**src/rtl/stopwatch_pkg.sv**
```systemverilog
// Shared definitions for the stopwatch display stage: status codes,
// 7-segment encoding and conversion FSM states.
package stopwatch_pkg;

  localparam logic [1:0] ST_IDLE    = 2'b00;
  localparam logic [1:0] ST_RUNNING = 2'b01;
  localparam logic [1:0] ST_PAUSED  = 2'b10;

  localparam logic [6:0] SEG_BLANK = 7'h7F;

  localparam int unsigned SHIFT_CYCLES = 8;

  typedef enum logic [1:0] {
    CV_CAPTURE = 2'd0,
    CV_SHIFT   = 2'd1,
    CV_COMMIT  = 2'd2
  } conv_state_t;

  // Active-low common-anode segment pattern, bit0=a .. bit6=g
  function automatic logic [6:0] seg_decode(input logic [3:0] d);
    case (d)
      4'd0:    return 7'h40;
      4'd1:    return 7'h79;
      4'd2:    return 7'h24;
      4'd3:    return 7'h30;
      4'd4:    return 7'h19;
      4'd5:    return 7'h12;
      4'd6:    return 7'h02;
      4'd7:    return 7'h78;
      4'd8:    return 7'h00;
      4'd9:    return 7'h10;
      default: return SEG_BLANK;
    endcase
  endfunction

endpackage

```
**src/rtl/bin2bcd_seq.sv**
```systemverilog
// Sequential shift-add-3 binary to BCD converter, one shift per cycle.
// NDIG only needs to cover the largest value actually fed in.
module bin2bcd_seq #(
  parameter int unsigned WIDTH = 8,
  parameter int unsigned NDIG  = 2
) (
  input  logic                  clk,
  input  logic                  rst,
  input  logic                  start,
  input  logic [WIDTH-1:0]      bin,
  output logic                  busy,
  output logic                  done,
  output logic [4*NDIG-1:0]     bcd
);

  localparam int unsigned BCD_W = 4 * NDIG;
  localparam int unsigned SR_W  = BCD_W + WIDTH;
  localparam int unsigned CNT_W = $clog2(WIDTH);

  logic [SR_W-1:0]  sr;
  logic [SR_W-1:0]  sr_nxt;
  logic [CNT_W-1:0] cnt;

  // Add 3 to every BCD digit >= 5, then shift the whole register left
  always_comb begin
    sr_nxt = sr;
    for (int i = 0; i < int'(NDIG); i++) begin
      if (sr_nxt[WIDTH + 4*i +: 4] >= 4'd5)
        sr_nxt[WIDTH + 4*i +: 4] = sr_nxt[WIDTH + 4*i +: 4] + 4'd3;
    end
    sr_nxt = sr_nxt << 1;
  end

  always_ff @(posedge clk or posedge rst) begin
    if (rst) begin
      sr   <= '0;
      cnt  <= '0;
      busy <= 1'b0;
      done <= 1'b0;
    end else begin
      done <= 1'b0;
      if (start && !busy) begin
        sr   <= {BCD_W'(0), bin};
        cnt  <= '0;
        busy <= 1'b1;
      end else if (busy) begin
        sr  <= sr_nxt;
        cnt <= cnt + CNT_W'(1);
        if (cnt == CNT_W'(WIDTH - 1)) begin
          busy <= 1'b0;
          done <= 1'b1;
        end
      end
    end
  end

  assign bcd = sr[SR_W-1 -: BCD_W];

endmodule

```
**src/rtl/stopwatch_display.sv**
```systemverilog
// MM.SS multiplexed 7-segment driver: snapshot BCD conversion loop,
// digit scan, blink timebase and status-dependent output registers.
module stopwatch_display
  import stopwatch_pkg::*;
#(
  parameter int unsigned DIGIT_PERIOD = 50000,
  parameter int unsigned BLINK_PERIOD = 25000000
) (
  input  logic        clk,
  input  logic        rst,
  input  logic [7:0]  minutes,
  input  logic [5:0]  seconds,
  input  logic [1:0]  status,
  output logic [6:0]  seg_n,
  output logic        dp_n,
  output logic [3:0]  an_n,
  output logic [15:0] digits_bcd,
  output logic        ovf
);

  localparam int unsigned SCAN_W  = $clog2(DIGIT_PERIOD);
  localparam int unsigned BLINK_W = $clog2(BLINK_PERIOD);
  localparam int unsigned SH_W    = $clog2(SHIFT_CYCLES);

  conv_state_t       state;
  logic [SH_W-1:0]   shift_cnt;
  logic              ovf_pending;
  logic              start_c;
  logic [7:0]        min_in_c;
  logic              min_busy, sec_busy, min_done, sec_done;
  logic [7:0]        min_bcd, sec_bcd;

  logic [SCAN_W-1:0]  scan_cnt;
  logic [1:0]         digit_idx;
  logic [BLINK_W-1:0] blink_cnt;
  logic               blink_phase;
  logic [3:0]         nibble_c;
  logic               dp_c;

  // Both converters load in the same CAPTURE cycle, so the pair is atomic
  assign start_c  = (state == CV_CAPTURE) && !min_busy && !sec_busy;
  assign min_in_c = (minutes > 8'd99) ? 8'd99 : minutes;

  bin2bcd_seq #(.WIDTH(8), .NDIG(2)) u_min_conv (
    .clk   (clk),
    .rst   (rst),
    .start (start_c),
    .bin   (min_in_c),
    .busy  (min_busy),
    .done  (min_done),
    .bcd   (min_bcd)
  );

  bin2bcd_seq #(.WIDTH(8), .NDIG(2)) u_sec_conv (
    .clk   (clk),
    .rst   (rst),
    .start (start_c),
    .bin   ({2'b00, seconds}),
    .busy  (sec_busy),
    .done  (sec_done),
    .bcd   (sec_bcd)
  );

  // Conversion loop: CAPTURE -> 8 x SHIFT -> COMMIT
  always_ff @(posedge clk or posedge rst) begin
    if (rst) begin
      state       <= CV_CAPTURE;
      shift_cnt   <= '0;
      ovf_pending <= 1'b0;
      digits_bcd  <= '0;
      ovf         <= 1'b0;
    end else begin
      case (state)
        CV_CAPTURE: begin
          if (start_c) begin
            ovf_pending <= (minutes > 8'd99);
            shift_cnt   <= '0;
            state       <= CV_SHIFT;
          end
        end
        CV_SHIFT: begin
          shift_cnt <= shift_cnt + SH_W'(1);
          if (shift_cnt == SH_W'(SHIFT_CYCLES - 1))
            state <= CV_COMMIT;
        end
        CV_COMMIT: begin
          if (min_done && sec_done) begin
            digits_bcd <= {min_bcd, sec_bcd};
            ovf        <= ovf_pending;
          end
          state <= CV_CAPTURE;
        end
        default: state <= CV_CAPTURE;
      endcase
    end
  end

  // Scan and blink timebases run free of status
  always_ff @(posedge clk or posedge rst) begin
    if (rst) begin
      scan_cnt    <= '0;
      digit_idx   <= '0;
      blink_cnt   <= '0;
      blink_phase <= 1'b0;
    end else begin
      if (scan_cnt == SCAN_W'(DIGIT_PERIOD - 1)) begin
        scan_cnt  <= '0;
        digit_idx <= digit_idx + 2'd1;
      end else begin
        scan_cnt <= scan_cnt + SCAN_W'(1);
      end
      if (blink_cnt == BLINK_W'(BLINK_PERIOD - 1)) begin
        blink_cnt   <= '0;
        blink_phase <= ~blink_phase;
      end else begin
        blink_cnt <= blink_cnt + BLINK_W'(1);
      end
    end
  end

  assign nibble_c = digits_bcd[{digit_idx, 2'b00} +: 4];

  // Colon sits on the minutes-ones digit
  always_comb begin
    dp_c = 1'b1;
    if (digit_idx == 2'd2) begin
      case (status)
        ST_IDLE:    dp_c = 1'b1;
        ST_RUNNING: dp_c = ~blink_phase;
        ST_PAUSED:  dp_c = 1'b0;
        default:    dp_c = 1'b1;
      endcase
    end
  end

  always_ff @(posedge clk or posedge rst) begin
    if (rst) begin
      seg_n <= SEG_BLANK;
      an_n  <= 4'hF;
      dp_n  <= 1'b1;
    end else if (status == ST_PAUSED && blink_phase) begin
      seg_n <= SEG_BLANK;
      an_n  <= 4'hF;
      dp_n  <= 1'b1;
    end else begin
      seg_n <= seg_decode(nibble_c);
      an_n  <= ~(4'b0001 << digit_idx);
      dp_n  <= dp_c;
    end
  end

endmodule

```
**config.mk**
```make
export PLATFORM = sky130hd
export DESIGN_NAME = stopwatch_display
export DESIGN_NICKNAME = d
export VERILOG_FILES = /design/src/rtl/stopwatch_pkg.sv /design/src/rtl/bin2bcd_seq.sv /design/src/rtl/stopwatch_display.sv
export SDC_FILE = /design/constraint.sdc
export NUM_CORES = 1
export LEC_CHECK = 0
export ABC_AREA = 1
export ABC_CLOCK_PERIOD_IN_PS = 7200
export CAP_MARGIN = 20
export CORE_UTILIZATION = 58
export CTS_BUF_LIST = sky130_fd_sc_hd__clkbuf_8
export DETAILED_ROUTE_END_ITERATION = 10
export HOLD_SLACK_MARGIN = 0.06
export PLACE_DENSITY = 0.85
export SLEW_MARGIN = 30
export SYNTH_ARGS = -nofsm -noshare
export SYNTH_HDL_FRONTEND = slang
export SYNTH_SLANG_ARGS = --single-unit
```
**constraint.sdc**
```tcl
create_clock -name clk -period 7.2 [get_ports clk]
set_input_delay 1.44 -clock clk [delete_from_list [all_inputs] [get_ports clk]]
set_output_delay 1.44 -clock clk [all_outputs]
set_load 0.02 [all_outputs]
```
==> flow_summary.rst <==
.. list-table::
   :header-rows: 1

   * - Metric
     - Value
   * - Total iterations of the first detailed-routing run
     - 5
   * - Post-route clock period utilization
     - 41.8%
   * - Boundary pin count
     - 47
   * - Number of buffers inserted to repair setup after CTS
     - 0
   * - Share of cells above drive strength 1
     - 9.99%
   * - Post-synth cell types
     - 36
   * - Die Ht
     - 105 um
   * - Post-Synthesis Cells
     - 752
   * - Kind of cell adding the most delay to the critical path
     - buffers and inverters
   * - Initial Util
     - 59.8%
   * - Drt initial violations
     - 286
   * - Static Leakage
     - 3.47 nW
   * - Slowest cell on the critical path
     - clkdlybuf4s50_1
   * - Hold-fix buffer count after cts
     - 0
   * - Top-area cell type share of the netlist area
     - 44.2%
   * - Flip-flop cell with the highest count after synthesis
     - dfrtp_1
   * - TritonCTS buffer count
     - 17
   * - Startpoint of the worst hold path
     - scan_cnt[0]
   * - Via/cell ratio
     - 5.35
   * - GRT Util Overall
     - 26.0%
   * - Area enclosed by the die boundary
     - 11100 um^2
   * - Internal cell power
     - 0.00120 W
   * - Cell taking the most area after synthesis
     - dfrtp_1
   * - GR Util met3
     - 5.55%
   * - Routability Congestion
     - 0.891
   * - Post-cts resize count
     - 0
   * - Max Fanout on Critical Path
     - 1
   * - Sequential cell area fraction in the yosys report
     - 49.3%
   * - Power share of the clock group
     - 31.0%
   * - Largest net degree at the start of global routing
     - 62
   * - Endpoint type of the worst setup path
     - output pin
   * - Via count
     - 5123
   * - Skew-Pair Late Insertion Delay
     - 0.43 ns
   * - GRT met1 Usage
     - 30.3%
   * - Switching Power
     - 0.000557 W
   * - Synthesized netlist net count
     - 795
   * - Number of warning messages in the yosys log
     - 0
   * - Via count of the first global-routing pass
     - 5189
   * - Actual slew at the worst max-slew pin
     - 0.754 ns
   * - Final routed DRC violation total
     - 0
   * - Most repeated cell in the gate-level netlist after synthesis
     - nand2_1
   * - Crit Path Class
     - flop to output pin
   * - Placed cell areas
     - 6740 um^2
   * - Number of port buffers
     - 46
   * - Hold path cells
     - 1
   * - Power Total
     - 0.00176 W
   * - Min-Delay Endpoint
     - scan_cnt[0]
   * - Worst Skew
     - 0.0131 ns
   * - Endpoint of the worst-slack reg-to-reg timing path
     - seg_n[5]
   * - Portion of total power attributed to combinational logic
     - 22.2%
   * - Number of buffer and inverter instances along the worst setup path
     - 1
   * - TritonCTS Sinks
     - 121
   * - Most used standard cells in the synthesized netlist
     - 209 x nand2_1, 109 x dfrtp_1, 95 x inv_1, 89 x nor2_1, 51 x nand3_1
   * - Cell Chain, Critical Path
     - clkdlybuf4s50_1
   * - Outcome
     - finished clean
   * - Final hold violations
     - 0
   * - Area growth from synthesis to layout
     - 15.1%
   * - Number of max-slew violations in the final report
     - 0
   * - Critical path data arrival time
     - 1.57 ns
   * - Switching power share of the total
     - 31.6%
   * - Pwr per Cell Area
     - 248 nW/um^2
   * - Critical Path RT
     - 5.76 ns
   * - Global route total overflow
     - 0
   * - Logic depth of the worst register-to-register path
     - 8
   * - Fillers
     - 803
   * - Synth Area per Inst
     - 8.20 um^2
   * - Worst VDD drop
     - 0.000127 V
   * - Overall die width
     - 105 um
   * - Share of synthesized flip-flops with an asynchronous set or reset
     - 100%
   * - Unrepaired setup endpoints after global routing
     - false
   * - Maximum clock insertion buffer count
     - 2
   * - CTS root buffer
     - clkbuf_8
   * - Post-Route Setup TNS
     - 0 ns
   * - Detailed placer's ending HPWL
     - 9410 um
   * - Total Wirelength
     - 13100 um
   * - Antenna violations before repair
     - 0
   * - Sequential share of power
     - 46.8%
   * - Post-synthesis sequential element count
     - 121
   * - Total core area
     - 10300 um^2
   * - Global-route wire length before repair
     - 22700 um
   * - Worst hold path type
     - flop to flop
   * - Reg clk slew, reported paths
     - 0.08 ns
   * - Met2 track utilization from global routing
     - 45.4%
   * - Global route hottest layer
     - met2
   * - Relative max-transition margin
     - 49.7%
   * - Post-DR wirelength/cell
     - 13.7 um
   * - Number of H-tree levels
     - 4
   * - Tightest hold margin
     - 0.470 ns
   * - Number of enable-type register cells in the synthesized netlist
     - 0
   * - Final layout net count
     - 851
   * - Startpoint Class
     - flop
   * - Max Fclk
     - 0.332 GHz
   * - Worst reg2reg path startpoint
     - digit_idx[0]
   * - Post-route cell area
     - 7100 um^2
   * - TritonCTS clock tree
     - built
   * - Top area cells in the synthesized netlist
     - dfrtp_1 44%, nand2_1 13%, inv_1 5.8%, nor2_1 5.4%, dfstp_2 5.1%
   * - Fin crit period
     - 3.01 ns
   * - Final-report setup violation count
     - 0
   * - Antenna cells
     - 0
   * - CP max stage delay
     - 0.60 ns
   * - Register-to-register setup slack
     - 5.28 ns
   * - Number of violations of the max-capacitance limit
     - 0
   * - Total standard cell area after synthesis
     - 6170 um^2
   * - Antenna Violating Nets Remaining
     - 0
   * - Row cnt
     - 37
==> logic make-up (layout without fill, tap and decap cells) <==
group / after synthesis / after routing / synth area share [%]
buf+inv: 112 / 181 / 7.38
xor+xnor: 22 / 22 / 3.12
flops: 121 / 121 / 49.3
fa+ha+maj: 25 / 25 / 5.07
simple gates: 390 / 390 / 27.2
compound gates: 82 / 82 / 7.89
==> sequential cells by signal (all words and copies together), names as in the netlist, 4 cells and up <==
name and cells:
an_n 4, blink_cnt 25, u_min_conv.sr 16, scan_cnt 16, seg_n 7, digits_bcd 16, u_sec_conv.sr 16
==> power groups by stage <==
stage                     clock, W  sequential [W]  combinational (W)
after floorplan                  0        0.000877           0.000176
after global placement           0        0.000830           0.000369
after detailed placement         0        0.000834           0.000387
after CTS                 0.000554        0.000824           0.000392
after global routing      0.000587        0.000830           0.000431
final                     0.000546        0.000823           0.000391
==> layout by cell type (no fill, tap or decap) <==
cell / synthesis / final
clkinv_4: 0 / 4
dfstp_2: 12 / 12
nor3_1: 6 / 6
and2_1: 1 / 1
a21boi_4: 1 / 1
nor2_1: 89 / 89
nand3_1: 51 / 50
clkbuf_8: 0 / 18
nand2_4: 1 / 1
xor2_1: 19 / 19
nor3_4: 1 / 1
o21ai_1: 4 / 4
a22oi_1: 2 / 2
nor2_4: 1 / 1
inv_2: 7 / 7
a22o_1: 5 / 5
o221ai_1: 1 / 1
bufinv_16: 0 / 1
nand2_1: 209 / 209
o211ai_2: 1 / 1
a21oi_1: 8 / 8
xnor2_1: 3 / 3
o21bai_1: 1 / 1
clkinvlp_4: 0 / 3
nand2_2: 6 / 6
o21ai_0: 45 / 45
clkinv_2: 0 / 2
buf_4: 0 / 1
o211ai_1: 6 / 6
inv_1: 95 / 98
ha_1: 25 / 25
clkdlybuf4s50_1: 0 / 46
nor2_2: 12 / 12
inv_4: 0 / 1
o22ai_1: 8 / 8
nand4_1: 4 / 4
nand3_2: 5 / 6
dfrtp_1: 109 / 109
nor3_2: 3 / 3
nand4_2: 1 / 1
==> cell type report <==
type / instances / area [um^2] / share of cell area, %
well taps: 136 / 170 / 2.40
multi-input cells: 519 / 2680 / 37.7
flip-flops and latches: 121 / 3040 / 42.8
repair buffers: 47 / 468 / 6.59
clock inverters: 14 / 113 / 1.59
clock buffers: 18 / 248 / 3.49
inverters: 102 / 385 / 5.43
==> per-layer routing <==
layer  routed length [um]  share of wire (%)
met3                  559                4.3
met4                  376                2.9
met5                    0                  0
met2                 6770                 52
met1                 5430                 41
==> per-stage QoR <==
stage / instances / utilization (%) / setup slack, ns
CTS: 957 / 68.8 / 4.18
detailed placement: 925 / 65.3 / 3.93
floorplan: 752 / - / 2.57
global route: 957 / 68.8 / 4.16
finish: 957 / 68.8 / 4.19
global placement: 925 / 65.3 / 3.98
==> worst max path at each step <==
stage	startpoint	endpoint	slack (ns)	cells after the start
final	seg_n[2]	seg_n[2]	4.19	1
after detailed placement	rst	u_min_conv.cnt[0]	3.93	3
after CTS	seg_n[2]	seg_n[2]	4.18	1
after floorplan	rst	blink_cnt[0]	2.57	1
after global placement	rst	shift_cnt[0]	3.98	3
after global routing	seg_n[2]	seg_n[2]	4.16	1
Note: power is estimated with default switching activity, not from simulation.
